File: config.mk
export PLATFORM = sky130hd
export DESIGN_NAME = sysop_issue
export DESIGN_NICKNAME = d
export VERILOG_FILES = /design/src/rtl/sysop_issue.sv
export SDC_FILE = /design/constraint.sdc
export NUM_CORES = 1
export LEC_CHECK = 0
export BUFFER_PORTS_ARGS = -buffer_cell sky130_fd_sc_hd__buf_2
export CAP_MARGIN = 20
export CORE_AREA = 2 2 244 246
export CTS_CLUSTER_SIZE = 40
export DETAILED_ROUTE_END_ITERATION = 6
export DIE_AREA = 0 0 246 248
export GPL_ROUTABILITY_DRIVEN = 0
export SYNTH_ARGS = -nofsm -noshare
export SYNTH_HDL_FRONTEND = slang
export SYNTH_SLANG_ARGS = --single-unit
File: constraint.sdc
create_clock -name clk -period 2.5 [get_ports clk]
set_clock_uncertainty 0.1 [all_clocks]
set_input_delay 0.25 -clock clk [delete_from_list [all_inputs] [get_ports clk]]
set_output_delay 0.25 -clock clk [all_outputs]
set_load 0.1 [all_outputs]
File: src/rtl/sysop_issue.sv
// sysop_issue
// -----------
// Issue sequencer for RISC-V SYSTEM instructions. This is the initiator side
// of the exception/CSR unit's sysop interface. It takes one decoded-stage
// instruction at a time and decodes ECALL, MRET and the six Zicsr forms. It
// drives cause/pc/data1/tval for exactly one cycle, then collects the result:
// the old CSR value goes to the register file, and a trap/return becomes a
// fetch redirect.
//
// Handshake: an instruction transfers on a rising edge where in_valid and
// in_ready are both high. in_ready is high only in IDLE. The upstream stage
// holds its inputs stable while in_valid is high and in_ready is low.
// Illegal words are still accepted. They produce an illegal pulse and
// nothing is issued.
//
// Ports
//   clk, rst_n                 clock, asynchronous active-low reset
//   in_valid/in_ready          instruction handshake
//   in_pc, in_instr            instruction PC and word
//   in_rs1_data                rs1 register value
//   cause, pc, data1, tval     request to the exception unit (cause=0 idle)
//   csr_data                   old CSR value (combinational from the unit)
//   trap_en, trap_pc           trap/return taken and its target
//   rd_we, rd_addr, rd_data    one-cycle register-file write of the old CSR value
//   redirect_en, redirect_pc   one-cycle fetch redirect
//   illegal                    one-cycle illegal/unsupported/timeout pulse
//   busy                       not IDLE
//   dbg_state                  current FSM state (IDLE=0, ISSUE=1, WAIT=2)
module sysop_issue #(
    parameter int TRAP_TIMEOUT = 4
) (
    input  logic        clk,
    input  logic        rst_n,
    input  logic        in_valid,
    output logic        in_ready,
    input  logic [63:0] in_pc,
    input  logic [31:0] in_instr,
    input  logic [63:0] in_rs1_data,
    output logic [4:0]  cause,
    output logic [63:0] pc,
    output logic [63:0] data1,
    output logic [63:0] tval,
    input  logic [63:0] csr_data,
    input  logic        trap_en,
    input  logic [63:0] trap_pc,
    output logic        rd_we,
    output logic [4:0]  rd_addr,
    output logic [63:0] rd_data,
    output logic        redirect_en,
    output logic [63:0] redirect_pc,
    output logic        illegal,
    output logic        busy,
    output logic [1:0]  dbg_state
);

    // Sysop encodings shared with the exception unit.
    localparam logic [4:0] SYSOP_NONE  = 5'd0;
    localparam logic [4:0] SYSOP_CSR_W = 5'd1;
    localparam logic [4:0] SYSOP_CSR_S = 5'd2;
    localparam logic [4:0] SYSOP_CSR_C = 5'd3;
    localparam logic [4:0] SYSOP_ECALL = 5'd4;
    localparam logic [4:0] SYSOP_RET   = 5'd5;

    localparam logic [1:0] S_IDLE  = 2'd0;
    localparam logic [1:0] S_ISSUE = 2'd1;
    localparam logic [1:0] S_WAIT  = 2'd2;

    localparam logic [31:0] ECALL_WORD = 32'h0000_0073;
    localparam logic [31:0] MRET_WORD  = 32'h3020_0073;

    localparam int          CW        = (TRAP_TIMEOUT > 1) ? $clog2(TRAP_TIMEOUT) : 1;
    localparam logic [CW-1:0] CNT_LAST = CW'(TRAP_TIMEOUT - 1);

    logic [1:0]    state;
    logic [CW-1:0] cnt;
    logic [4:0]    rd_q;
    logic          csr_op_q;

    // Decode of the offered word.
    logic [2:0]  f3;
    logic        dec_legal;
    logic        dec_csr;
    logic [4:0]  dec_cause;
    logic [63:0] dec_data1;
    logic [63:0] dec_tval;

    assign f3 = in_instr[14:12];

    always_comb begin
        dec_legal = 1'b0;
        dec_csr   = 1'b0;
        dec_cause = SYSOP_NONE;
        dec_data1 = 64'd0;
        dec_tval  = 64'd0;
        if (in_instr == ECALL_WORD) begin
            dec_legal = 1'b1;
            dec_cause = SYSOP_ECALL;
        end else if (in_instr == MRET_WORD) begin
            dec_legal = 1'b1;
            dec_cause = SYSOP_RET;
        end else if (in_instr[6:0] == 7'h73 && f3 != 3'd0 && f3 != 3'd4) begin
            dec_legal = 1'b1;
            dec_csr   = 1'b1;
            dec_tval  = {52'd0, in_instr[31:20]};
            // funct3[2] selects the zimm form; funct3[1:0] picks W/S/C.
            dec_data1 = f3[2] ? {59'd0, in_instr[19:15]} : in_rs1_data;
            case (f3[1:0])
                2'd1:    dec_cause = SYSOP_CSR_W;
                2'd2:    dec_cause = SYSOP_CSR_S;
                default: dec_cause = SYSOP_CSR_C;
            endcase
        end
    end

    assign in_ready  = (state == S_IDLE);
    assign busy      = (state != S_IDLE);
    assign dbg_state = state;

    // cause is a register that is cleared on leaving ISSUE. It is therefore
    // nonzero for exactly the ISSUE cycle, and an asynchronous reset clears
    // it immediately.
    always_ff @(posedge clk or negedge rst_n) begin
        if (!rst_n) begin
            state       <= S_IDLE;
            cnt         <= '0;
            cause       <= SYSOP_NONE;
            pc          <= 64'd0;
            data1       <= 64'd0;
            tval        <= 64'd0;
            rd_q        <= 5'd0;
            csr_op_q    <= 1'b0;
            rd_we       <= 1'b0;
            rd_addr     <= 5'd0;
            rd_data     <= 64'd0;
            redirect_en <= 1'b0;
            redirect_pc <= 64'd0;
            illegal     <= 1'b0;
        end else begin
            rd_we       <= 1'b0;
            redirect_en <= 1'b0;
            illegal     <= 1'b0;
            case (state)
                S_IDLE: begin
                    if (in_valid) begin
                        if (dec_legal) begin
                            cause    <= dec_cause;
                            pc       <= in_pc;
                            data1    <= dec_data1;
                            tval     <= dec_tval;
                            rd_q     <= in_instr[11:7];
                            csr_op_q <= dec_csr;
                            state    <= S_ISSUE;
                        end else begin
                            illegal <= 1'b1;
                        end
                    end
                end
                S_ISSUE: begin
                    cause <= SYSOP_NONE;
                    if (csr_op_q) begin
                        rd_data <= csr_data;
                        rd_addr <= rd_q;
                        rd_we   <= (rd_q != 5'd0);
                        state   <= S_IDLE;
                    end else begin
                        cnt   <= '0;
                        state <= S_WAIT;
                    end
                end
                S_WAIT: begin
                    if (trap_en) begin
                        redirect_en <= 1'b1;
                        redirect_pc <= trap_pc;
                        state       <= S_IDLE;
                    end else if (cnt == CNT_LAST) begin
                        // The exception unit never answered: report it as illegal.
                        illegal <= 1'b1;
                        state   <= S_IDLE;
                    end else begin
                        cnt <= cnt + CW'(1);
                    end
                end
                default: state <= S_IDLE;
            endcase
        end
    end

endmodule

# Word-level counts from Yosys, hierarchy flattened
# Cells that the tools add are included.
[totals]
wordCells = 82
register_bits = 343
inputBits = 292
[classes]
reduce_logical = 14
addsub = 1
muxes = 38
eq_ne = 15
[op_table]
columns = ["cell", "n"]
rows = [
  ["two-way mux 64 bit", 4],
  ["two-way mux 12 bit", 3],
  ["== test 32 x 30 -> 1 bit, second input constant", 1],
  ["== test 32 x 7 -> 1 bit, second input constant", 1],
  ["two-way mux 2 bit", 9],
  ["two-way mux 1 bit", 13],
  ["two-way mux 5 bit", 2],
  ["case mux 5 bit (2 select lines)", 1],
  ["AND reduction 3 bit", 3],
  ["!= test 2 bit, second input constant", 4],
  ["case mux 2 bit (2 select lines)", 2],
  ["== test 7 bit, second input constant", 1],
  ["== test 2 bit, second input constant", 3],
  ["two-way mux 3 bit", 2],
  ["!= test 3 bit, second input constant", 2],
  ["case mux 2 bit (3 select lines)", 1],
  ["nonzero test 2 bit", 3],
  ["nonzero test 5 bit", 1],
  ["== test 2 x 1 -> 1 bit, second input constant", 2],
  ["AND reduction 2 bit", 2],
  ["AND reduction 4 bit", 1],
  ["nonzero test 3 bit", 1],
  ["adder 2 x 1 -> 2 bit, second input constant", 1],
  ["logical AND 1 bit", 2],
  ["3 further kinds", 3],
]

# Logic depth before layout (Yosys ltp)
[logic_depth]
word_depth = 9
ltp_mapped = 8
mapped_depth_nobuf = 6

# Worst setup path after synthesis
# OpenSTA, ideal clock, no wires.
[synth_timing]
path_kind = "reg-to-reg"
start = "register state[0], in the netlist dbg_state[0]"
end = "register data1[38]"
path_stages_with_launch = 8
t_arrival_ns = 3.720
required_ns = 2.331
setup_ns = 0.069
setup_slack_ns = -1.389
path_cell_list = "dfrtp_1 clkbuf_1 nor2_1 nand4b_1 nor2_1 buf_2 buf_2 a22o_1"
[synth_via]
elab_chain_cells = 2
[synth_rtl]
columns = ["element", "line_no", "rtl"]
rows = [
  ["from (decl)", "74", "logic [1:0] state;"],
  ["from (signal assigned)", "124", "state <= S_IDLE;"],
  ["from (signal assigned)", "152", "state <= S_ISSUE;"],
  ["from (signal assigned)", "164", "state <= S_IDLE;"],
  ["logical NOT 2 bit", "n/a", ""],
  ["named net in_ready", "35", "output logic in_ready,"],
  ["AND reduction 3 bit (no line)", "n/a", ""],
  ["to (signal assigned)", "148", "data1 <= dec_data1;"],
  ["to (decl)", "41", "output logic [63:0] data1,"],
]
# The timed path passes the listed nets, and every way through them passes these cells.
# A chain may end at the register's enable or synchronous reset.

# Worst setup path after layout
[layout_timing]
start = "input in_instr[26]"
end = "register pc[5]"
[layout_via]
elab_chain_cells = 4
word_cells_on_any_way = 5
cone_classes = "2 x eq/ne; 2 x mux; 1 x reduce/logical"
[layout_rtl]
columns = ["element", "line_no", "rtl"]
rows = [
  ["from (decl)", "37", "input logic [31:0] in_instr,"],
  ["== test 32 x 30 -> 1 bit", "98", "end else if (in_instr == MRET_WORD) begin"],
  ["two-way mux 1 bit", "98", ""],
  ["two-way mux 1 bit (*)", "95", "if (in_instr == ECALL_WORD) begin"],
  ["AND reduction 3 bit (no line) (*)", "n/a", ""],
  ["to (signal assigned)", "147", "pc <= in_pc;"],
  ["to (decl)", "40", "output logic [63:0] pc,"],
]
# Every way passes the cells marked *; elsewhere a longest branch is shown, timed or not.

==> reports/qor.yml <==
drv_slew: 0
io_buffers: 574
multi_input_area_mm2: 0.00377
place_hpwl_um: 27100
worstPathArrival_ps: 2720
ys_seq_area_frac: 0.633
grt_max_degree: 71
initial_utilization: 0.195
yosysUniqueCellTypes: 38
grt-ovfl-total: 0
cts.root.buffer_cell: "clkbuf_16"
wl_um: 39600
hp-class: "primary input to flip-flop"
crit_required_ps: 2810
setup_violations: 0
gr-usage-all-layers: 0.120
synth-seq-cells: 289
min_period_over_period: 0.963
fp.dieW_um: 246
fin_util: 0.330
first_pass_iters: 4
netlist_area_mm2: 0.0114
synth-simple-area-share: 0.0206
synth-compound-area-share: 0.0676
syn_avg_cell_area_um2: 15.7
startpoint_type: "primary input"
critPathMaxFanout: 65
clock-sinks: 289
grt_pass1_vias: 10100
endpoint_kind: "flip-flop"
final-hold-violation-count: 0
clk_pin_slew_ps: 60
dieArea_mm2: 0.0610
ant_nets: 0
ys_warn_count: 0
fin_crit_ps: 2410
synth_mux_area_frac: 0.221
yosysTopAreaCellShare: 0.633
h-tree-depth: 2
powerDensity_mw_per_mm2: 766
outcome: "complete, no violations"
cts_buffers: 34
synthAdderAreaFrac: 0.00110
rsz0062_at_grt: "no"
core-area_mm2: 0.0585
finalSetupTns_ps: 0
ff_latch_area_mm2: 0.00724
p_leak_nw: 10.1
layout.nets: 1913
synth_edf_count: 0
crit_type: "primary input to flip-flop"
synth.area.top_cells: "dfrtp_1 63%, mux2_2 15%, mux2_4 6.6%"
antenna_found_initial: 3
clk_latency_ps: 530
num_rows: 89
wl_per_cell_um: 16.4
synth_cells: 729
synth_xor_area_frac: 0
vias: 9449
layout_commonest_cell: "buf_2"
diodes: 0
fmax_ghz: 0.415
synthArstFlopShare: 1.00
cts_tree: "yes"
grt_pass1_wl_um: 57000
drtIter0Drc: 314
yosys.area.top_type: "dfrtp_1"
stdcell_area_mm2: 0.0193
clockBufferDepth: 3
drive_gt1_frac: 0.536
vias_per_cell: 3.91
ir_drop_v: 0.000551
placed_area_mm2: 0.0153
mostFrequentLayoutCells: "573 x buf_2, 287 x dfrtp_1, 282 x dlygate4sd3_1"
ys.flop_type: "dfrtp_1"
area_growth_pct: 69.1
ioPinCount: 629
synth_top_family_by_area: "multiplexers"
cap_viol_max_count: 0
n_fill_cell: 5637
worst_slew_pin_slew_ps: 666
fp.dieH_um: 248
relSlewSlack: 0.554
drc: 0
## per-layer routing
layer / vias up / global-route usage / wire, um
met5: - / 0 / 0
met4: 0 / 0.0455 / 1070
met3: 65 / 0.0315 / 2760
met2: 402 / 0.215 / 20400
met1: 4685 / 0.138 / 15300
li1: 4297 / - / -
## critical path, cell delays in order
cell,delay [ps]
dlygate4sd3_1,530
buf_2,150
nor4_1,330
nand3_1,260
o31ai_4,350
nand3_4,200
buf_12,250
mux2_2,330
## state kept, by name (all words and copies together), names as in the netlist
register and flops:
rd_q 5, redirect_pc 64, tval 12, rd_data 64, cause 3, data1 64, dbg_state 2, illegal 1
rd_we 1, redirect_en 1, pc 64, rd_addr 5, csr_op_q 1, cnt 2
## kinds of logic after synthesis
group / count (synthesis)
mux: 208
compound gates: 89
other cells: 1
fa+ha+maj: 1
buf+inv: 99
flops: 289
simple gates: 42
## through the flow
stage / power [mW] / worst slack, ps / hold slack (ps) / std cells
after CTS: 15.0 / 209 / 2.18 / 2419
final: 14.8 / 93.1 / 42.3 / 2419
after detailed placement: 9.19 / 49.1 / 167 / 2075
after global routing: 15.3 / 37.1 / 24.5 / 2419
after global placement: 9.16 / 92.3 / 155 / 2075
after floorplan: 8.38 / -24.5 / -146 / 782
## report_power, final
part / internal, mW / switching (mW) / leakage (nW)
clock network: 3.26 / 2.04 / 0.598
registers: 5.01 / 0.190 / 3.74
logic: 0.959 / 3.32 / 5.72
## Yosys cell counts, drive strengths merged, types with 2 or more instances
library cell / count
a21oi: 2
a22o: 71
and2: 3
buf: 72
clkbuf: 22
dfrtp: 289
inv: 5
mux2: 202
mux2i: 6
nand2: 6
nand2b: 2
nand3: 4
nand4b: 2
nor2: 9
nor2b: 2
nor3: 4
nor4: 6
o21ai: 3
o2bb2ai: 5
o31ai: 2
## area by class of cell
type,instances,area share
Inverter,5,0.000972
Clock buffer,48,0.0525
Multi-Input combinational cell,394,0.195
Sequential cell,289,0.375
Timing Repair Buffer,896,0.316
Clock inverter,14,0.0101
Tap cell,773,0.0501
## worst paths after layout
check,startpoint,to,slack [ps],depth (start not counted)
max,in_instr[26],pc[5],90,8
min,trap_en,illegal,40,3
max reg2reg,dbg_state[0],redirect_pc[41],390,4
min reg2reg,data1[0],data1[0],390,1
max in group asynchronous,rst_n,rd_data[37],1360,3
min in group asynchronous,rst_n,pc[25],180,2
## timing repair
item / in CTS / in global routing
resized for setup: 0 / 0
hold buffers: 282 / 0
hold endpoints to repair: 330 / 0
setup buffers: 0 / 0
endpoints found under the setup margin: 0 / 0
Note: power is estimated with default switching activity, not from simulation.
